$ cat src/rtl/pixie_dma_responder.sv
// -----------------------------------------------------------------------------
// pixie_dma_responder
//
// CPU-side bus-cycle sequencer that answers the Pixie display controller's
// DMA-out and interrupt requests with CDP1802-style machine-cycle timing.
// Each machine cycle lasts CYCLE_TICKS clk_enable ticks. The state code `sc`
// (00 fetch, 01 execute, 10 DMA, 11 interrupt) feeds the Pixie front end.
// In a DMA cycle the byte at R0 is read, presented on `data`, and R0 then
// advances by one.
//
// Parameters:
//   CYCLE_TICKS  clk_enable ticks per machine cycle (>= 4)
//   ADDR_W       width of R0 and mem_addr
//
// Ports:
//   clk         system clock, rising edge
//   reset       synchronous reset, active low
//   clk_enable  CPU tick; sequencer advances only when high
//   dmao        DMA-out request from Pixie (level-sampled at cycle end)
//   int_pixie   interrupt request from Pixie (level-sampled at cycle end)
//   ie          CPU interrupt-enable flag
//   r0_wr       load R0 from r0_din (any clk, ignores clk_enable)
//   r0_din      new R0 value
//   sc          machine-cycle state code
//   mem_addr    memory read address (always R0)
//   mem_rd      one-clk read strobe at DMA tick 0
//   mem_rdata   memory read data, valid the clk after mem_rd
//   data        DMA byte presented to Pixie
//   int_ack     one-clk pulse at interrupt-cycle tick 0
//   r0          current DMA pointer
//   dma_count   DMA cycles since the last interrupt-cycle entry
// -----------------------------------------------------------------------------
module pixie_dma_responder #(
  parameter int unsigned CYCLE_TICKS = 8,
  parameter int unsigned ADDR_W      = 16
) (
  input  logic              clk,
  input  logic              reset,
  input  logic              clk_enable,
  input  logic              dmao,
  input  logic              int_pixie,
  input  logic              ie,
  input  logic              r0_wr,
  input  logic [ADDR_W-1:0] r0_din,
  output logic [1:0]        sc,
  output logic [ADDR_W-1:0] mem_addr,
  output logic              mem_rd,
  input  logic [7:0]        mem_rdata,
  output logic [7:0]        data,
  output logic              int_ack,
  output logic [ADDR_W-1:0] r0,
  output logic [9:0]        dma_count
);

  localparam int unsigned     TW     = (CYCLE_TICKS > 1) ? $clog2(CYCLE_TICKS) : 1;
  localparam logic [TW-1:0]   T_LAST = TW'(CYCLE_TICKS - 1);

  typedef enum logic [1:0] {
    ST_FETCH = 2'b00,
    ST_EXEC  = 2'b01,
    ST_DMA   = 2'b10,
    ST_INT   = 2'b11
  } state_t;

  state_t            r_state;
  state_t            w_state_nxt;
  logic [TW-1:0]     r_t;
  logic [ADDR_W-1:0] r_r0;
  logic [7:0]        r_data;
  logic              r_rd_pend;
  logic [9:0]        r_dma_count;

  logic              w_eoc;
  logic              w_tick0;
  logic              w_dma_rd;
  logic              w_int_start;

  // Tick qualifiers: both require an enabled tick.
  assign w_eoc       = clk_enable && (r_t == T_LAST);
  assign w_tick0     = clk_enable && (r_t == '0);

  // Strobes are gated by reset so they never fire in a reset clk.
  assign w_dma_rd    = reset && (r_state == ST_DMA) && w_tick0;
  assign w_int_start = reset && (r_state == ST_INT) && w_tick0;

  // ---------------------------------------------------------------------------
  // State register
  // ---------------------------------------------------------------------------
  always_ff @(posedge clk) begin
    if (!reset) begin
      r_state <= ST_FETCH;
    end else begin
      r_state <= w_state_nxt;
    end
  end

  // ---------------------------------------------------------------------------
  // Next-state logic: state only moves at the end-of-cycle tick. DMA has
  // priority over interrupts; fetch ignores both requests.
  // ---------------------------------------------------------------------------
  always_comb begin
    w_state_nxt = r_state;
    if (w_eoc) begin
      unique case (r_state)
        ST_FETCH: w_state_nxt = ST_EXEC;
        ST_EXEC: begin
          if (dmao) begin
            w_state_nxt = ST_DMA;
          end else if (int_pixie && ie) begin
            w_state_nxt = ST_INT;
          end else begin
            w_state_nxt = ST_FETCH;
          end
        end
        ST_DMA, ST_INT: begin
          if (dmao) begin
            w_state_nxt = ST_DMA;
          end else begin
            w_state_nxt = ST_FETCH;
          end
        end
        default: w_state_nxt = ST_FETCH;
      endcase
    end
  end

  // ---------------------------------------------------------------------------
  // Tick counter within the machine cycle
  // ---------------------------------------------------------------------------
  always_ff @(posedge clk) begin
    if (!reset) begin
      r_t <= '0;
    end else if (clk_enable) begin
      if (r_t == T_LAST) begin
        r_t <= '0;
      end else begin
        r_t <= r_t + TW'(1);
      end
    end
  end

  // ---------------------------------------------------------------------------
  // R0: a software load overrides the end-of-DMA-cycle increment.
  // ---------------------------------------------------------------------------
  always_ff @(posedge clk) begin
    if (!reset) begin
      r_r0 <= '0;
    end else if (r0_wr) begin
      r_r0 <= r0_din;
    end else if ((r_state == ST_DMA) && w_eoc) begin
      r_r0 <= r_r0 + ADDR_W'(1);
    end
  end

  // ---------------------------------------------------------------------------
  // Read data capture: memory answers one clk after the strobe, so the byte
  // is latched on the following clk whether or not clk_enable is high.
  // ---------------------------------------------------------------------------
  always_ff @(posedge clk) begin
    if (!reset) begin
      r_rd_pend <= 1'b0;
      r_data    <= '0;
    end else begin
      r_rd_pend <= w_dma_rd;
      if (r_rd_pend) begin
        r_data <= mem_rdata;
      end
    end
  end

  // ---------------------------------------------------------------------------
  // DMA cycle counter, cleared on interrupt-cycle entry, wraps at 1023.
  // ---------------------------------------------------------------------------
  always_ff @(posedge clk) begin
    if (!reset) begin
      r_dma_count <= '0;
    end else if (w_int_start) begin
      r_dma_count <= '0;
    end else if ((r_state == ST_DMA) && w_eoc) begin
      r_dma_count <= r_dma_count + 10'd1;
    end
  end

  // ---------------------------------------------------------------------------
  // Outputs
  // ---------------------------------------------------------------------------
  assign sc        = r_state;
  assign mem_addr  = r_r0;
  assign mem_rd    = w_dma_rd;
  assign data      = r_data;
  assign int_ack   = w_int_start;
  assign r0        = r_r0;
  assign dma_count = r_dma_count;

endmodule

$ cat config.mk
export PLATFORM = sky130hd
export DESIGN_NAME = pixie_dma_responder
export DESIGN_NICKNAME = d
export VERILOG_FILES = /design/src/rtl/pixie_dma_responder.sv
export SDC_FILE = /design/constraint.sdc
export NUM_CORES = 1
export LEC_CHECK = 0
export CORE_MARGIN = 1.5
export CORE_UTILIZATION = 40
export CTS_CLUSTER_SIZE = 16
export DETAILED_ROUTE_END_ITERATION = 16
export PLACE_DENSITY = 0.72
export SLEW_MARGIN = 0
export SYNTH_ARGS = -nofsm -noshare
export SYNTH_HDL_FRONTEND = slang
export SYNTH_SLANG_ARGS = --single-unit
$ cat constraint.sdc
create_clock -name clk -period 2.5 [get_ports clk]
set_input_delay 0.375 -clock clk [delete_from_list [all_inputs] [get_ports clk]]
set_output_delay 0.375 -clock clk [all_outputs]
set_load 0.005 [all_outputs]
# Yosys cells after proc, flatten, opt, wreduce, memory -nomap -nowiden

Index checks and enable logic that the tools add are counted.
Widths: inputs -> output; s select.

Register bits: 40
Latch bits: 0
Memory bits (writable): 0
Memory bits (read-only): 0
Bits of input ports: 31
Output and inout port bits: 54
Logic and storage cells: 34
Memories kept: 0

$add $sub $neg: 3
$mul: 0
Divide/modulo/power cells: 0
$lt $le $gt $ge: 0
Eq/ne operators: 4
Shift operators: 0
Muxes and demuxes: 7
Bitwise logic cells: 1
Reduce and logical (&&, ||, !) cells: 13

Operator list:

| cell                  | number |
|---|---|
| $mux 16               | 2 |
| $add 16x1->16 const B | 1 |
| $add 10x1->10 const B | 1 |
| $logic_and 1x1->1     | 8 |
| $mux 2                | 3 |
| $pmux 2 s3            | 1 |
| $eq 2x2->1 const B    | 2 |
| $reduce_or 2->1       | 2 |
| $add 3x1->3 const B   | 1 |
| $eq 3x3->1 const B    | 1 |
| $logic_not 3->1       | 1 |
| $mux 3                | 1 |
| $eq 2x1->1 const B    | 1 |
| $logic_not 2->1       | 1 |
| $reduce_bool 2->1     | 1 |
| $not 1->1             | 1 |

# Logic depth before layout (Yosys ltp)

Gate-level depths: netlist (run 1).

Depth after elaboration: 5
Gate-level depth with buffers: 7

# Least setup slack after synthesis (run 1)

No wires, ideal clock.

Kind: flip-flop to flip-flop
Start point: register r_t[0]
End point: register r_r0[11], in the netlist mem_addr[11]
Arrival time: 1871 ps
Data required time: 2426 ps
Path slack: 555 ps
Cell stages (with the launch flop): 7
Path buffers: 0
Path through: dfxtp_1 ha_1 ha_1 nand4b_4 or3_4 or4_1 a31oi_1

Word-level cells in the longest chain between the ends: 4

RTL lines:

| item                               | RTL line | source |
|---|---|---|
| start: declaration                 | 67       | `logic [TW-1:0] r_t;` |
| start signal: assignment           | 137      | `r_t <= r_t + TW'(1);` |
| $eq 3x3->1                         | 79       | `assign w_eoc = clk_enable && (r_t == T_LAST);` |
| $logic_and 1x1->1                  | 79       |  |
| $logic_and 1x1->1                  | 150      | `end else if ((r_state == ST_DMA) && w_eoc) begin` |
| $reduce_bool 2->1 (no source line) | --       |  |
| end signal: assignment             | 149      | `r_r0 <= r0_din;` |
| end signal: assignment             | 151      | `r_r0 <= r_r0 + ADDR_W'(1);` |
| end: declaration                   | 68       | `logic [ADDR_W-1:0] r_r0;` |

No other way between the ends.
A chain may end at the register's enable or synchronous reset.

# Final worst setup path (run 1)

Start point: register r_state[1], in the netlist sc[1]
End point: output port int_ack

Word-level cells in the longest chain between the ends: 3

RTL lines:

| item                            | RTL line | source |
|---|---|---|
| start: declaration              | 65       | `state_t r_state;` |
| start signal: assignment        | 93       | `r_state <= w_state_nxt;` |
| $eq 2x2->1                      | 84       | `assign w_int_start = reset && (r_state == ST_INT) && w_tick0;` |
| $logic_and 1x1->1 (2 in series) | 84       |  |
| end: declaration                | 50       | `output logic int_ack,` |

No other way between the ends.

==> results of run 1 <==
-- through the flow --
| step | cell area [sq um] | util (%) |
|---|---|---|
| finish | 2920 | 60.6 |
| floorplan | 2040 | - |
| global placement | 2830 | 58.7 |
| CTS | 2920 | 60.6 |
| detailed placement | 2830 | 58.7 |
| global route | 2920 | 60.6 |
-- registers in the layout (all words and copies together) (netlist names) --
| name | flops |
|---|---|
| data | 8 |
| dma_count | 10 |
| mem_addr | 16 |
| r_rd_pend | 1 |
| r_t | 3 |
| sc | 2 |
-- cell usage after synthesis, drive strengths merged, types with 5 or more instances --
library cell / n
buf: 19
nand2: 18
a21oi: 13
nor4: 6
xnor2: 9
nand3: 8
mux2i: 13
ha: 5
clkbuf: 8
inv: 9
xor2: 6
nor3: 8
nand4: 8
nor2: 26
o21ai: 16
dfxtp: 40
-- per-layer routing --
metal | GRT usage (%) | vias to the layer above | part of all wire [%]
met5 | 0 | - | 0
met4 | 7.27 | 0 | 0.84
met3 | 6.10 | 4 | 6.8
met2 | 31.2 | 56 | 47
met1 | 24.5 | 896 | 45
li1 | - | 974 | -
-- where the power goes --
part | switching, mW | internal (mW)
logic | 0.0668 | 0.125
registers | 0.0301 | 0.657
clock network | 0.222 | 0.225
-- worst min-delay path by stage --
stage	start	end	slack, ns	cells after the start
global placement	data[6]$_SDFFE_PN0P_	data[6]$_SDFFE_PN0P_	0.48	2
finish	data[7]$_SDFFE_PN0P_	data[7]$_SDFFE_PN0P_	0.50	2
global route	dma_count[9]$_SDFFE_PP0P_	dma_count[9]$_SDFFE_PP0P_	0.52	2
floorplan	dma_count[9]$_SDFFE_PP0P_	dma_count[9]$_SDFFE_PP0P_	0.47	2
detailed placement	dma_count[9]$_SDFFE_PP0P_	dma_count[9]$_SDFFE_PP0P_	0.49	2
CTS	dma_count[9]$_SDFFE_PP0P_	dma_count[9]$_SDFFE_PP0P_	0.50	2
-- area by class of cell --
class	count	share of cell area, %
clock buffers	8	3.09
repair buffers	89	30.1
inverters	9	1.16
well taps	67	2.87
multi-input cells	164	35.4
flip-flops and latches	40	27.4
-- cell families after synthesis --
| logic type | share of synthesized area (%) |
|---|---|
| AO/OA/AOI/OAI | 11.7 |
| XOR/XNOR | 6.44 |
| adder cells (fa/ha/maj) | 3.07 |
| buffers and inverters | 10.2 |
| flip-flops | 39.2 |
| multiplexers | 6.38 |
| AND/OR/NAND/NOR | 23.0 |
-- worst min-delay path, delay by kind of cell (launching register included) --
| family | cells | cell delay, ns |
|---|---|---|
| DFF | 1 | 0.33 |
| muxes | 1 | 0.06 |
| and+or+nand+nor | 1 | 0.08 |
==> flow_summary.yaml, run 1 <==
global_routing:
  grt-ovfl-total: 0
  grt_max_degree: 30
  first_global_vias: 1813
  grt_util_all_layers_pct: 19.4
  antenna_found_initial: 0
  grt_pass1_wl_mm: 8.27
detailed_routing:
  drtPass1Iterations: 4
  num_vias: 1930
  avgRoutedWirePerCell_microns: 13.3
  ant_nets: 0
  routed_via_density: 5.12
  drc: 0
  drt-initial-drc-count: 70
  routed_wl_mm: 5.03
final_layout:
  layout_commonest_cell: "clkdlybuf4s50_1"
  layout_common_cells: "84 x clkdlybuf4s50_1, 40 x dfxtp_1, 26 x nor2_1"
  multi_input_area_sq_um: 1030
  nets: 345
  diodes: 0
  syn_to_final_growth_pct: 43.0
  stdcell_count: 377
  drive_gt1_share_pct: 5.16
  fillers: 473
  regArea_sq_um: 801
critical_path:
  crit_path_start_kind: "register"
  worstReg2RegEnd: "dma_count[9]$_SDFFE_PP0P_"
  critPathMaxFanout: 7
  r2r_setup_slack_ns: 0.41
  cp_slowest_stage_delay_ns: 0.50
  reg2reg_from: "r_t[0]$_SDFFE_PN0P_"
  cp.arrival_ns: 1.84
  reg2reg_depth: 6
  crit_chain: "and4b_1, nand3_1, inv_1, clkdlybuf4s50_1"
  critPathTopFamily: "buffers and inverters"
  startpoint: "sc[1]$_SDFFE_PN0P_"
  cp.depth: 4
  cp_num_buf_inv: 2
  worstPathRequired_ns: 2.12
  crit_path_top_delay_cell: "dfxtp_1"
  worstSetupEndpointType: "primary output"
  crit_type: "register to primary output"
  critPathCapture: "int_ack"
logic_synthesis:
  synth.top_cell.area_share_pct: 39.2
  ys_seq_area_share_pct: 39.2
  synth_area_per_cell_sq_um: 8.50
  yosysWarningCount: 0
  synth_edf_count: 0
  netlist_area_sq_um: 2040
  synth-main-ff-cell: "dfxtp_1"
  synthTopCellsByArea: "dfxtp_1 39%, mux2i_1 6.4%, buf_4 6.3%, nor2_1 4.8%, o21ai_0 3.9%"
  synth_cells: 240
  synth_seq_cells: 40
  synth_fp_nets: 276
  synthArstFlopShare_pct: 0
  yosysTopAreaCell: "dfxtp_1"
  synth.distinct_cells: 37
timing:
  period_needed_ns: 2.21
  finalSetupTns_ns: 0
  layout_worst_path_cycle_share_pct: 88.4
  drv_slew: 0
  hold_ws_ns: 0.498
  finalClockSkew_ns: 0.00420
  hold_violations: 0
  fin_ws_ns: 0.290
  final-setup-viol-count: 0
  worst_pin_slew_ns: 0.750
  fmax_ghz: 0.452
  max_slew_margin_pct: 50.0
  rsz0062_at_grt: "no"
clocking:
  clk_pin_slew_ns: 0.07
  cts_hold_buf: 0
  cts_resized: 0
  insertion_delay_ns: 0.29
  cts.sinks: 40
  root_buffer: "clkbuf_8"
  postCtsSetupBuffers: 0
  htreeDepth: 2
  cts_tree: "built"
  clk_path_buf_depth: 2
  cts_buffers: 5
placed_design:
  numPortBuffers: 84
  place_ws_ns: 0.283
  hpwl_mm: 3.68
  place.gp.congestion: 0.842
  dp.cells: 369
power:
  total_power_mw: 1.33
  ir_worst_vdd_v: 0.000381
  p_leak_nw: 1.06
  cellPowerDensity_nw_per_um2: 454
die:
  rows: 25
  die_y_microns: 74.4
  io_pins: 85
  coreArea_sq_um: 4820
  dieArea_sq_um: 5540
  initial_core_util_pct: 42.4
  die_x_microns: 74.4
flow_run:
  maxCapViolCount: 0
worst_hold_path:
  hp-class: "register to register"
status:
  status: "finished clean"
(Power assumes the default switching activity.)
==> run 2, diff against run 1 <==
--- a/config.mk
+++ b/config.mk
@@ -5,6 +5,7 @@
 export SDC_FILE = /design/constraint.sdc
 export NUM_CORES = 1
 export LEC_CHECK = 0
+export CORE_ASPECT_RATIO = 1.25
 export CORE_MARGIN = 1.5
 export CORE_UTILIZATION = 40
 export CTS_CLUSTER_SIZE = 16
==> flow_summary.yaml, run 2 (synthesis gave the netlist of run 1 again) <==
status:
  status: "finished clean"
clocking:
  cts.sinks: 40
  cts_resized: 0
  htreeDepth: 2
  cts_buffers: 5
  cts_tree: "built"
  root_buffer: "clkbuf_8"
  cts_hold_buf: 0
  clk_path_buf_depth: 2
  insertion_delay_ns: 0.29
  clk_pin_slew_ns: 0.07
  postCtsSetupBuffers: 0
timing:
  fin_ws_ns: 0.251
  period_needed_ns: 2.25
  rsz0062_at_grt: "no"
  worst_pin_slew_ns: 0.720
  finalClockSkew_ns: 0.00536
  fmax_ghz: 0.445
  finalSetupTns_ns: 0
  drv_slew: 0
  hold_violations: 0
  final-setup-viol-count: 0
  max_slew_margin_pct: 51.9
  layout_worst_path_cycle_share_pct: 90.0
power:
  ir_worst_vdd_v: 0.000323
  pwr-share-clk_pct: 34.7
  total_power_mw: 1.34
  p_int_mw: 1.03
  power_switching_mw: 0.313
  p_leak_nw: 1.07
  seqPwrFrac_pct: 51.3
  cellPowerDensity_nw_per_um2: 458
  power_frac_comb_pct: 14.1
  switching_share_pct: 23.4
final_layout:
  syn_to_final_growth_pct: 43.3
  nets: 346
  largest_reg_flops: 16
  final_util_pct: 60.5
  layout_commonest_cell: "clkdlybuf4s50_1"
  drive_gt1_share_pct: 5.81
  regArea_sq_um: 801
  diodes: 0
  layout_common_cells: "84 x clkdlybuf4s50_1, 40 x dfxtp_1, 26 x nor2_1"
  post-route-cell-area_sq_um: 2920
  fillers: 451
  multi_input_area_sq_um: 1030
global_routing:
  grtUsageMet2_pct: 31.9
  grt_pass1_wl_mm: 8.14
  grt_use_met3_pct: 5.28
  grt_busiest_layer: "met2"
  antenna_found_initial: 0
  grt_util_all_layers_pct: 18.6
  grt_max_degree: 30
  first_global_vias: 1830
  grt-ovfl-total: 0
  use_met1_pct: 21.6
die:
  coreArea_sq_um: 4830
  dieArea_sq_um: 5540
  rows: 28
  initial_core_util_pct: 42.2
  die_y_microns: 82.9
  die_x_microns: 66.9
  io_pins: 85
detailed_routing:
  num_vias: 1966
  ant_nets: 0
  drt-initial-drc-count: 135
  drc: 0
  drtPass1Iterations: 4
  avgRoutedWirePerCell_microns: 13.3
  routed_via_density: 5.31
  routed_wl_mm: 4.92
placed_design:
  place.gp.congestion: 0.742
  post_dp_cell_area_sq_um: 2830
  numPortBuffers: 84
  place_ws_ns: 0.247
  hpwl_mm: 3.66
critical_path:
  crit_path_start_kind: "input pin"
  crit_type: "input pin to primary output"
  crit_top_cell: "clkdlybuf4s50_1"
  cp.arrival_ns: 1.87
  r2r_setup_slack_ns: 0.44
  critPathMaxFanout: 3
  worstSetupEndpointType: "primary output"
  cp_slowest_stage_delay_ns: 0.50
  worstPathRequired_ns: 2.12
  critPathTopFamily: "buffers and inverters"
  cp_num_buf_inv: 3
  crit_path_top_delay_cell: "clkdlybuf4s50_1"
  crit_chain: "clkdlybuf4s50_1, and4b_1, nand3_1, inv_1, clkdlybuf4s50_1"
flow_run:
  maxCapViolCount: 0
worst_hold_path:
  hp-class: "register to register"
==> run 2: cell types whose count changed in the layout (fill, tap and decap cells not counted), sizes merged <==
cell	before	now
clkbuf	8	7
buf	5	6
==> run 2: routing by layer <==
layer | routed length (microns) | share of wire [%]
met3 | 354 | 7.2
met5 | 0 | 0
met2 | 2430 | 49
met1 | 2050 | 42
met4 | 86 | 1.7
==> run 2: path summary, 6_finish.rpt <==
path,endpoint,startpoint,cells after the start
worst max-delay path,int_ack,reset,5
worst min-delay path,dma_count[9]$_SDFFE_PP0P_,dma_count[9]$_SDFFE_PP0P_,2
worst max register to register,mem_addr[11]$_SDFFE_PN0P_,r_t[0]$_SDFFE_PN0P_,6
worst min register to register,dma_count[9]$_SDFFE_PP0P_,dma_count[9]$_SDFFE_PP0P_,2
==> run 2: layout make-up <==
type,count,area share [%]
clock buffer,7,3.29
inverter,9,1.16
multi-input combinational,164,35.3
sequential,40,27.4
tap,60,2.57
timing repair buffer,90,30.3
==> run 2: through the flow <==
stage,hold WS (ns),cells
6_report,0.487,370
5_1_grt,0.526,370
4_1_cts,0.490,370
3_5_place_dp,0.479,363
3_3_place_gp,0.472,363
2_1_floorplan,0.474,240
==> run 2: worst min-delay path, cell delays in order, from the launching register on <==
cell	delay (ns)
dfxtp_1	0.32
o21ai_0	0.07
a21oi_1	0.06
==> run 2: power by group through the flow <==
| stage | Sequential (mW) | Clock (mW) | Combinational (mW) |
|---|---|---|---|
| 6_report | 0.687 | 0.465 | 0.188 |
| 5_1_grt | 0.691 | 0.499 | 0.208 |
| 4_1_cts | 0.687 | 0.477 | 0.191 |
| 3_5_place_dp | 0.702 | 0 | 0.189 |
| 3_3_place_gp | 0.701 | 0 | 0.187 |
| 2_1_floorplan | 0.697 | 0 | 0.0840 |
